===== src/rtl/ppu_run_control.sv =====
`default_nettype none
// ============================================================================
// Module   : ppu_run_control
// Purpose  : Run/reset/interrupt controller for the PPU. Generates the PPU
//            master clock xin with a programmable half-period divider.
//            Supports free-run and counted single-step execution. Stalls
//            xin low whenever an enabled interrupt flag is set. Drives both
//            PPU reset lines, either as a level or as a timed pulse.
// Ports    : clock, reset            - system clock, async active-high reset
//            xin_enabled_i           - free-run enable
//            step_start_i/count_i    - start a counted step of N xin rises
//            div_i                   - xin half-period in clocks, minus 1
//            xin_stalled_o           - xin held low and not running
//            step_active_o           - step in progress
//            xin_counter_o           - running count of xin rising edges
//            set/clr_ppu_reset_i     - level hold / release of PPU reset
//            reset_pulse_i/len_i     - timed reset pulse, low for len+1 clocks
//            reset_busy_o            - timed pulse in progress
//            int_sources_i           - asynchronous PPU status lines
//            int_rise/enabled/clear_i- per-bit polarity, enable, clear
//            int_triggered_o/any_o   - sticky flags and their OR
//            xin, ppu1/2_reset_n     - PPU pins
// Revision : 1.0 - initial release
// ============================================================================
module ppu_run_control #(
  parameter int NUM_INT = 8,
  parameter int CNT_W   = 32,
  parameter int DIV_W   = 4,
  parameter int RST_W   = 8
) (
  input  logic               clock,
  input  logic               reset,
  input  logic               xin_enabled_i,
  input  logic               step_start_i,
  input  logic [CNT_W-1:0]   step_count_i,
  input  logic [DIV_W-1:0]   div_i,
  output logic               xin_stalled_o,
  output logic               step_active_o,
  output logic [CNT_W-1:0]   xin_counter_o,
  input  logic               set_ppu_reset_i,
  input  logic               clr_ppu_reset_i,
  input  logic               reset_pulse_i,
  input  logic [RST_W-1:0]   reset_len_i,
  output logic               reset_busy_o,
  input  logic [NUM_INT-1:0] int_sources_i,
  input  logic [NUM_INT-1:0] int_rise_i,
  input  logic [NUM_INT-1:0] int_enabled_i,
  input  logic [NUM_INT-1:0] int_clear_i,
  output logic [NUM_INT-1:0] int_triggered_o,
  output logic               int_any_triggered_o,
  output logic               xin,
  output logic               ppu1_reset_n,
  output logic               ppu2_reset_n
);

  // --------------------------------------------------------------------------
  // Interrupt capture: 2-flop synchroniser, history flop, sticky flags
  // --------------------------------------------------------------------------
  logic [NUM_INT-1:0] sync1;
  logic [NUM_INT-1:0] sync2;
  logic [NUM_INT-1:0] prev;
  logic [NUM_INT-1:0] edge_hit;

  assign edge_hit = (int_rise_i & sync2 & ~prev) | (~int_rise_i & ~sync2 & prev);

  always_ff @(posedge clock or posedge reset) begin
    if (reset) begin
      sync1           <= '0;
      sync2           <= '0;
      prev            <= '0;
      int_triggered_o <= '0;
    end else begin
      sync1 <= int_sources_i;
      sync2 <= sync1;
      prev  <= sync2;
      // A new edge outranks a clear arriving in the same cycle.
      int_triggered_o <= (int_triggered_o & ~int_clear_i) | (edge_hit & int_enabled_i);
    end
  end

  assign int_any_triggered_o = |int_triggered_o;

  // --------------------------------------------------------------------------
  // xin generation
  // --------------------------------------------------------------------------
  logic             run;
  logic [DIV_W-1:0] div_cnt;
  logic             div_tc;
  logic             xin_rise;
  logic [CNT_W-1:0] step_cnt;

  assign run      = (xin_enabled_i | step_active_o) & ~int_any_triggered_o;
  // >= rather than == so that lowering div_i mid-phase cannot force a full
  // counter wrap before the next transition.
  assign div_tc   = (div_cnt >= div_i);
  assign xin_rise = ~xin & run & div_tc;

  always_ff @(posedge clock or posedge reset) begin
    if (reset) begin
      xin           <= 1'b0;
      div_cnt       <= '0;
      xin_stalled_o <= 1'b1;
    end else begin
      xin_stalled_o <= ~xin & ~run;
      if (xin) begin
        // The high phase always completes, even if run has dropped.
        if (div_tc) begin
          xin     <= 1'b0;
          div_cnt <= '0;
        end else begin
          div_cnt <= div_cnt + DIV_W'(1);
        end
      end else if (run) begin
        if (div_tc) begin
          xin     <= 1'b1;
          div_cnt <= '0;
        end else begin
          div_cnt <= div_cnt + DIV_W'(1);
        end
      end else begin
        // Parked low: restart takes a full div_i+1 clocks to the first rise.
        div_cnt <= '0;
      end
    end
  end

  // --------------------------------------------------------------------------
  // Edge counter and step counter
  // --------------------------------------------------------------------------
  always_ff @(posedge clock or posedge reset) begin
    if (reset) begin
      xin_counter_o <= '0;
      step_cnt      <= '0;
      step_active_o <= 1'b0;
    end else begin
      if (xin_rise) begin
        xin_counter_o <= xin_counter_o + CNT_W'(1);
      end
      if (step_start_i && (step_count_i != '0)) begin
        step_cnt      <= step_count_i;
        step_active_o <= 1'b1;
      end else if (xin_rise && step_active_o) begin
        step_cnt <= step_cnt - CNT_W'(1);
        if (step_cnt == CNT_W'(1)) begin
          step_active_o <= 1'b0;
        end
      end
    end
  end

  // --------------------------------------------------------------------------
  // PPU reset FSM
  // --------------------------------------------------------------------------
  localparam logic [1:0] ST_HELD  = 2'd0;
  localparam logic [1:0] ST_RUN   = 2'd1;
  localparam logic [1:0] ST_PULSE = 2'd2;

  logic [1:0]       state;
  logic [1:0]       state_next;
  logic             pulse_load;
  logic [RST_W-1:0] pulse_cnt;
  logic             reset_n_next;
  logic             busy_next;

  always_ff @(posedge clock or posedge reset) begin
    if (reset) begin
      state <= ST_HELD;
    end else begin
      state <= state_next;
    end
  end

  always_comb begin
    state_next = state;
    pulse_load = 1'b0;
    case (state)
      ST_HELD: begin
        if (reset_pulse_i) begin
          state_next = ST_PULSE;
          pulse_load = 1'b1;
        end else if (clr_ppu_reset_i && !set_ppu_reset_i) begin
          state_next = ST_RUN;
        end
      end
      ST_RUN: begin
        if (reset_pulse_i) begin
          state_next = ST_PULSE;
          pulse_load = 1'b1;
        end else if (set_ppu_reset_i && !clr_ppu_reset_i) begin
          state_next = ST_HELD;
        end
      end
      ST_PULSE: begin
        if (reset_pulse_i) begin
          pulse_load = 1'b1;
        end else if (pulse_cnt == '0) begin
          state_next = ST_RUN;
        end
      end
      default: begin
        state_next = ST_HELD;
      end
    endcase
  end

  // Outputs are registered from the next state so they line up with state.
  always_comb begin
    reset_n_next = (state_next == ST_RUN);
    busy_next    = (state_next == ST_PULSE);
  end

  always_ff @(posedge clock or posedge reset) begin
    if (reset) begin
      pulse_cnt    <= '0;
      ppu1_reset_n <= 1'b0;
      ppu2_reset_n <= 1'b0;
      reset_busy_o <= 1'b0;
    end else begin
      if (pulse_load) begin
        pulse_cnt <= reset_len_i;
      end else if ((state == ST_PULSE) && (pulse_cnt != '0)) begin
        pulse_cnt <= pulse_cnt - RST_W'(1);
      end
      ppu1_reset_n <= reset_n_next;
      ppu2_reset_n <= reset_n_next;
      reset_busy_o <= busy_next;
    end
  end

endmodule
`default_nettype wire


===== config.mk =====
export PLATFORM = sky130hd
export DESIGN_NAME = ppu_run_control
export DESIGN_NICKNAME = d
export VERILOG_FILES = /design/src/rtl/ppu_run_control.sv
export SDC_FILE = /design/constraint.sdc
export NUM_CORES = 1
export LEC_CHECK = 0
export ABC_AREA = 1
export ABC_CLOCK_PERIOD_IN_PS = 5800
export BUFFER_PORTS_ARGS = -buffer_cell sky130_fd_sc_hd__buf_4
export CAP_MARGIN = 20
export CORE_MARGIN = 2
export CORE_UTILIZATION = 58
export CTS_CLUSTER_SIZE = 14
export DETAILED_ROUTE_END_ITERATION = 8
export GPL_TIMING_DRIVEN = 0
export MAX_ROUTING_LAYER = met4
export PLACE_DENSITY = 0.93
export SETUP_SLACK_MARGIN = 0.05
export SKIP_CTS_REPAIR_TIMING = 1
export SLEW_MARGIN = 20
export SYNTH_ARGS = -nofsm -noshare
export SYNTH_HDL_FRONTEND = slang
export SYNTH_SLANG_ARGS = --single-unit

===== constraint.sdc =====
create_clock -name clock -period 5.8 [get_ports clock]
set_input_delay 0.58 -clock clock [delete_from_list [all_inputs] [get_ports clock]]
set_output_delay 0.58 -clock clock [all_outputs]
set_load 0.005 [all_outputs]

==> results.sh <==
export IMPL_drtPass1Iterations=7
export IMPL_postRouteAntennaNets=0
export IMPL_cpPeakStageDelay_ps=400
export IMPL_cp_slowest_cell="dfrtp_1"
export IMPL_cp_buffers_inverters=2
export IMPL_cts_root_buf="clkbuf_16"
export IMPL_rr_startpoint="step_cnt[0]"
export IMPL_max_cap_viol_count=0
export IMPL_max_freq_mhz=491
export IMPL_worstSetupPathType="register to register"
export IMPL_nets=1175
export IMPL_netlist_area_sq_um=6900
export IMPL_rows=39
export IMPL_hold_path_class="input pin to async pin"
export IMPL_dr_total_vias=6559
export IMPL_die_w_um=113
export IMPL_fin_ws_ps=3770
export IMPL_period_share_pct=35.1
export IMPL_via_per_inst=5.29
export IMPL_worstPathMaxFanout=4
export IMPL_slew_violations=0
export IMPL_yosysWarningCount=0
export IMPL_synth_top_area_share_pct=41.3
export IMPL_cts_tree="yes"
export IMPL_failed_checks="DRC"
export IMPL_path_delay_family="simple AND/OR/NAND/NOR gates"
export IMPL_status="complete, but fails checks"
export IMPL_synth_nets=1026
export IMPL_crit_required_ps=6100
export IMPL_dieArea_sq_um=12800
export IMPL_tightest_slew_ps=651
export IMPL_min_period_ps=2030
export IMPL_die_height_um=113
export IMPL_overflow=0
export IMPL_insertion_delay_ps=420
export IMPL_avgSynthCellArea_sq_um=7.39
export IMPL_place_congestion=0.978
export IMPL_area_delta_synth_final_pct=26.1
export IMPL_hpwl_um=13300
export IMPL_synth_seq_cells=115
export IMPL_ys_seq_area_share_pct=41.7
export IMPL_pin_count=130
export IMPL_cts_max_path_buffers=2
export IMPL_cts_sinks=115
export IMPL_cp_arrival_ps=2340
export IMPL_relSlewSlack_pct=56.6
export IMPL_portBuffers=129
export IMPL_hold_violations=0
export IMPL_detailedRoute_firstIterationViolations=691
export IMPL_powerDensity_nw_per_um2=296
export IMPL_start_util_pct=59.9
export IMPL_fin_util_pct=75.6
export IMPL_cp_end_kind="register"
export IMPL_crit_path_frequent_cell="nand2_1"
export IMPL_worstSetupStartpointType="register"
export IMPL_antennaDiodeCount=0
export IMPL_antenna_found_initial=0
export IMPL_ir_drop_uv=203
export IMPL_htreeDepth=4
export IMPL_wl_um=17600
export IMPL_grt_setup_unrepaired="no"
export IMPL_grtUsageTotal_pct=30.1
export IMPL_wire_per_inst_um=14.2
export IMPL_core_area_sq_um=11500
export IMPL_setup_tns_final_ps=0
export IMPL_grt_max_degree=71
export IMPL_critPathLaunch="step_cnt[0]"
export IMPL_grt_pass1_wl_um=30200
export IMPL_numCtsBuffers=17
export IMPL_skew_ps=7.14
export IMPL_synth_area_leaders="dfrtp_1 (41%), nand2_1 (17%), nor2_1 (7.4%)"
export IMPL_finalSetupViolations=0
export IMPL_power_mw=2.58
export IMPL_dpl_worst_slack_ps=3550
export IMPL_drive_above_1_share_pct=21.5
export IMPL_hold_worst_slack_ps=268
export IMPL_worstPathCellList="inv_1 > ha_1 > nand2_1 > nor2_1 > inv_1 > nor2_1 > nand2_1 > xnor2_1 > nand2_1 > nand3_2"
export IMPL_clk_pin_slew_worst_paths_ps=60
export IMPL_synth_top_area_cell="dfrtp_1"
export IMPL_postSynthCellCount=934
export IMPL_drc=9
export IMPL_grt_pass1_vias=6444
export IMPL_synthDistinctLibCells=34
export IMPL_p_leak_nw=4.35
## per-layer routing
metal	routed length (um)	vias to the layer above	track usage, %
li1	-	3260	-
met5	0	-	-
met4	258	0	8.05
met2	8560	230	49.3
met3	1200	25	5.78
met1	7590	3044	38.8
## power by group
part | total (mW) | switching [mW] | leakage [nW] | internal (mW)
registers | 1.01 | 0.116 | 1.39 | 0.897
clock network | 1.10 | 0.408 | 0.303 | 0.688
logic | 0.468 | 0.252 | 2.65 | 0.215
## cell usage in the layout, fill, tap and decap left out, types with 2 or more instances in the layout
| master | netlist | final |
|---|---|---|
| nand2_1 | 309 | 309 |
| nor2_1 | 136 | 136 |
| buf_4 | 6 | 135 |
| dfrtp_1 | 114 | 114 |
| inv_1 | 95 | 94 |
| nand3_1 | 56 | 56 |
| o21ai_0 | 44 | 44 |
| nand3_2 | 42 | 42 |
| xor2_1 | 23 | 23 |
| clkbuf_16 | 0 | 17 |
| xnor2_1 | 15 | 15 |
| o211ai_1 | 12 | 12 |
| nand4_1 | 11 | 11 |
| ha_1 | 9 | 9 |
| nor3_1 | 8 | 8 |
| o21ai_1 | 7 | 7 |
| nor2_2 | 7 | 7 |
| nand3b_1 | 6 | 6 |
| inv_6 | 0 | 6 |
| buf_6 | 5 | 5 |
| a21oi_1 | 4 | 4 |
| clkbuf_1 | 4 | 4 |
| and2_1 | 3 | 3 |
| buf_2 | 3 | 3 |
| clkinv_4 | 0 | 3 |
| bufinv_16 | 0 | 3 |
| nor2_4 | 2 | 2 |
| buf_12 | 2 | 2 |
| nor3_2 | 2 | 2 |
| inv_8 | 0 | 2 |
## worst register-to-register path: stages, from the launching register on
cell	delay, ps
dfrtp_1	400
inv_1	110
ha_1	230
nand2_1	110
nor2_1	190
inv_1	80
nor2_1	370
nand2_1	140
xnor2_1	160
nand2_1	80
nand3_2	50
## per-stage QoR
step,instances,instance area [sq um]
floorplan,934,6900
global placement,1206,8050
detailed placement,1207,8080
CTS,1239,8700
global route,1239,8700
finish,1239,8700
## cell families (layout without fill, tap and decap cells)
family                   after synthesis  count (layout)  share of synthesized area, %
AO/OA/AOI/OAI                         70              70                          5.62
adder cells (fa/ha/maj)                9               9                          1.63
flip-flops                           115             115                          41.7
buffers and inverters                116             278                          7.71
XOR/XNOR                              38              38                          4.82
AND/OR/NAND/NOR                      586             586                          38.5
## cell usage after synthesis (all sizes together)
cell type	number
clkbuf	4
nor2	145
xnor2	15
or2	1
nor3	10
nand4	11
a21oi	4
a21boi	1
ha	9
nor3b	1
and2	3
o31ai	1
dfstp	1
xor2	23
o21bai	1
nand3b	6
o211ai	12
o21ai	51
nand2	310
nand3	98
dfrtp	114
inv	96
and3	1
buf	16
## flip-flops by register name, indices dropped and copies added, names as in the netlist
signal and flops:
int_triggered_o 8, pulse_cnt 8, state 2, xin_counter_o 32, step_active_o 1, ppu2_reset_n 1, sync1 8, xin 1
reset_busy_o 1, div_cnt 4, sync2 8, prev 8, xin_stalled_o 1, step_cnt 32
## worst paths after layout
| kind | end | slack (ps) | depth (start not counted) |
|---|---|---|---|
| min | sync1[6] | 270 | 2 |
| max reg2reg | step_cnt[16] | 3770 | 10 |
| max | step_cnt[16] | 3770 | 10 |
| min in group clock | sync1[7] | 270 | 1 |
| min reg2reg | sync2[7] | 350 | 0 |
| max in group asynchronous | xin_stalled_o | 4830 | 3 |
## cell type report
| class | instances | area (sq um) |
|---|---|---|
| Inverter | 96 | 365 |
| Clock buffer | 17 | 425 |
| Multi-Input combinational cell | 703 | 3490 |
| Clock inverter | 15 | 195 |
| Tap cell | 143 | 179 |
| Buffer | 20 | 171 |
| Timing Repair Buffer | 130 | 996 |
| Fill cell | 857 | 2820 |
| Sequential cell | 115 | 2880 |
Note: power is estimated with default switching activity, not from simulation.
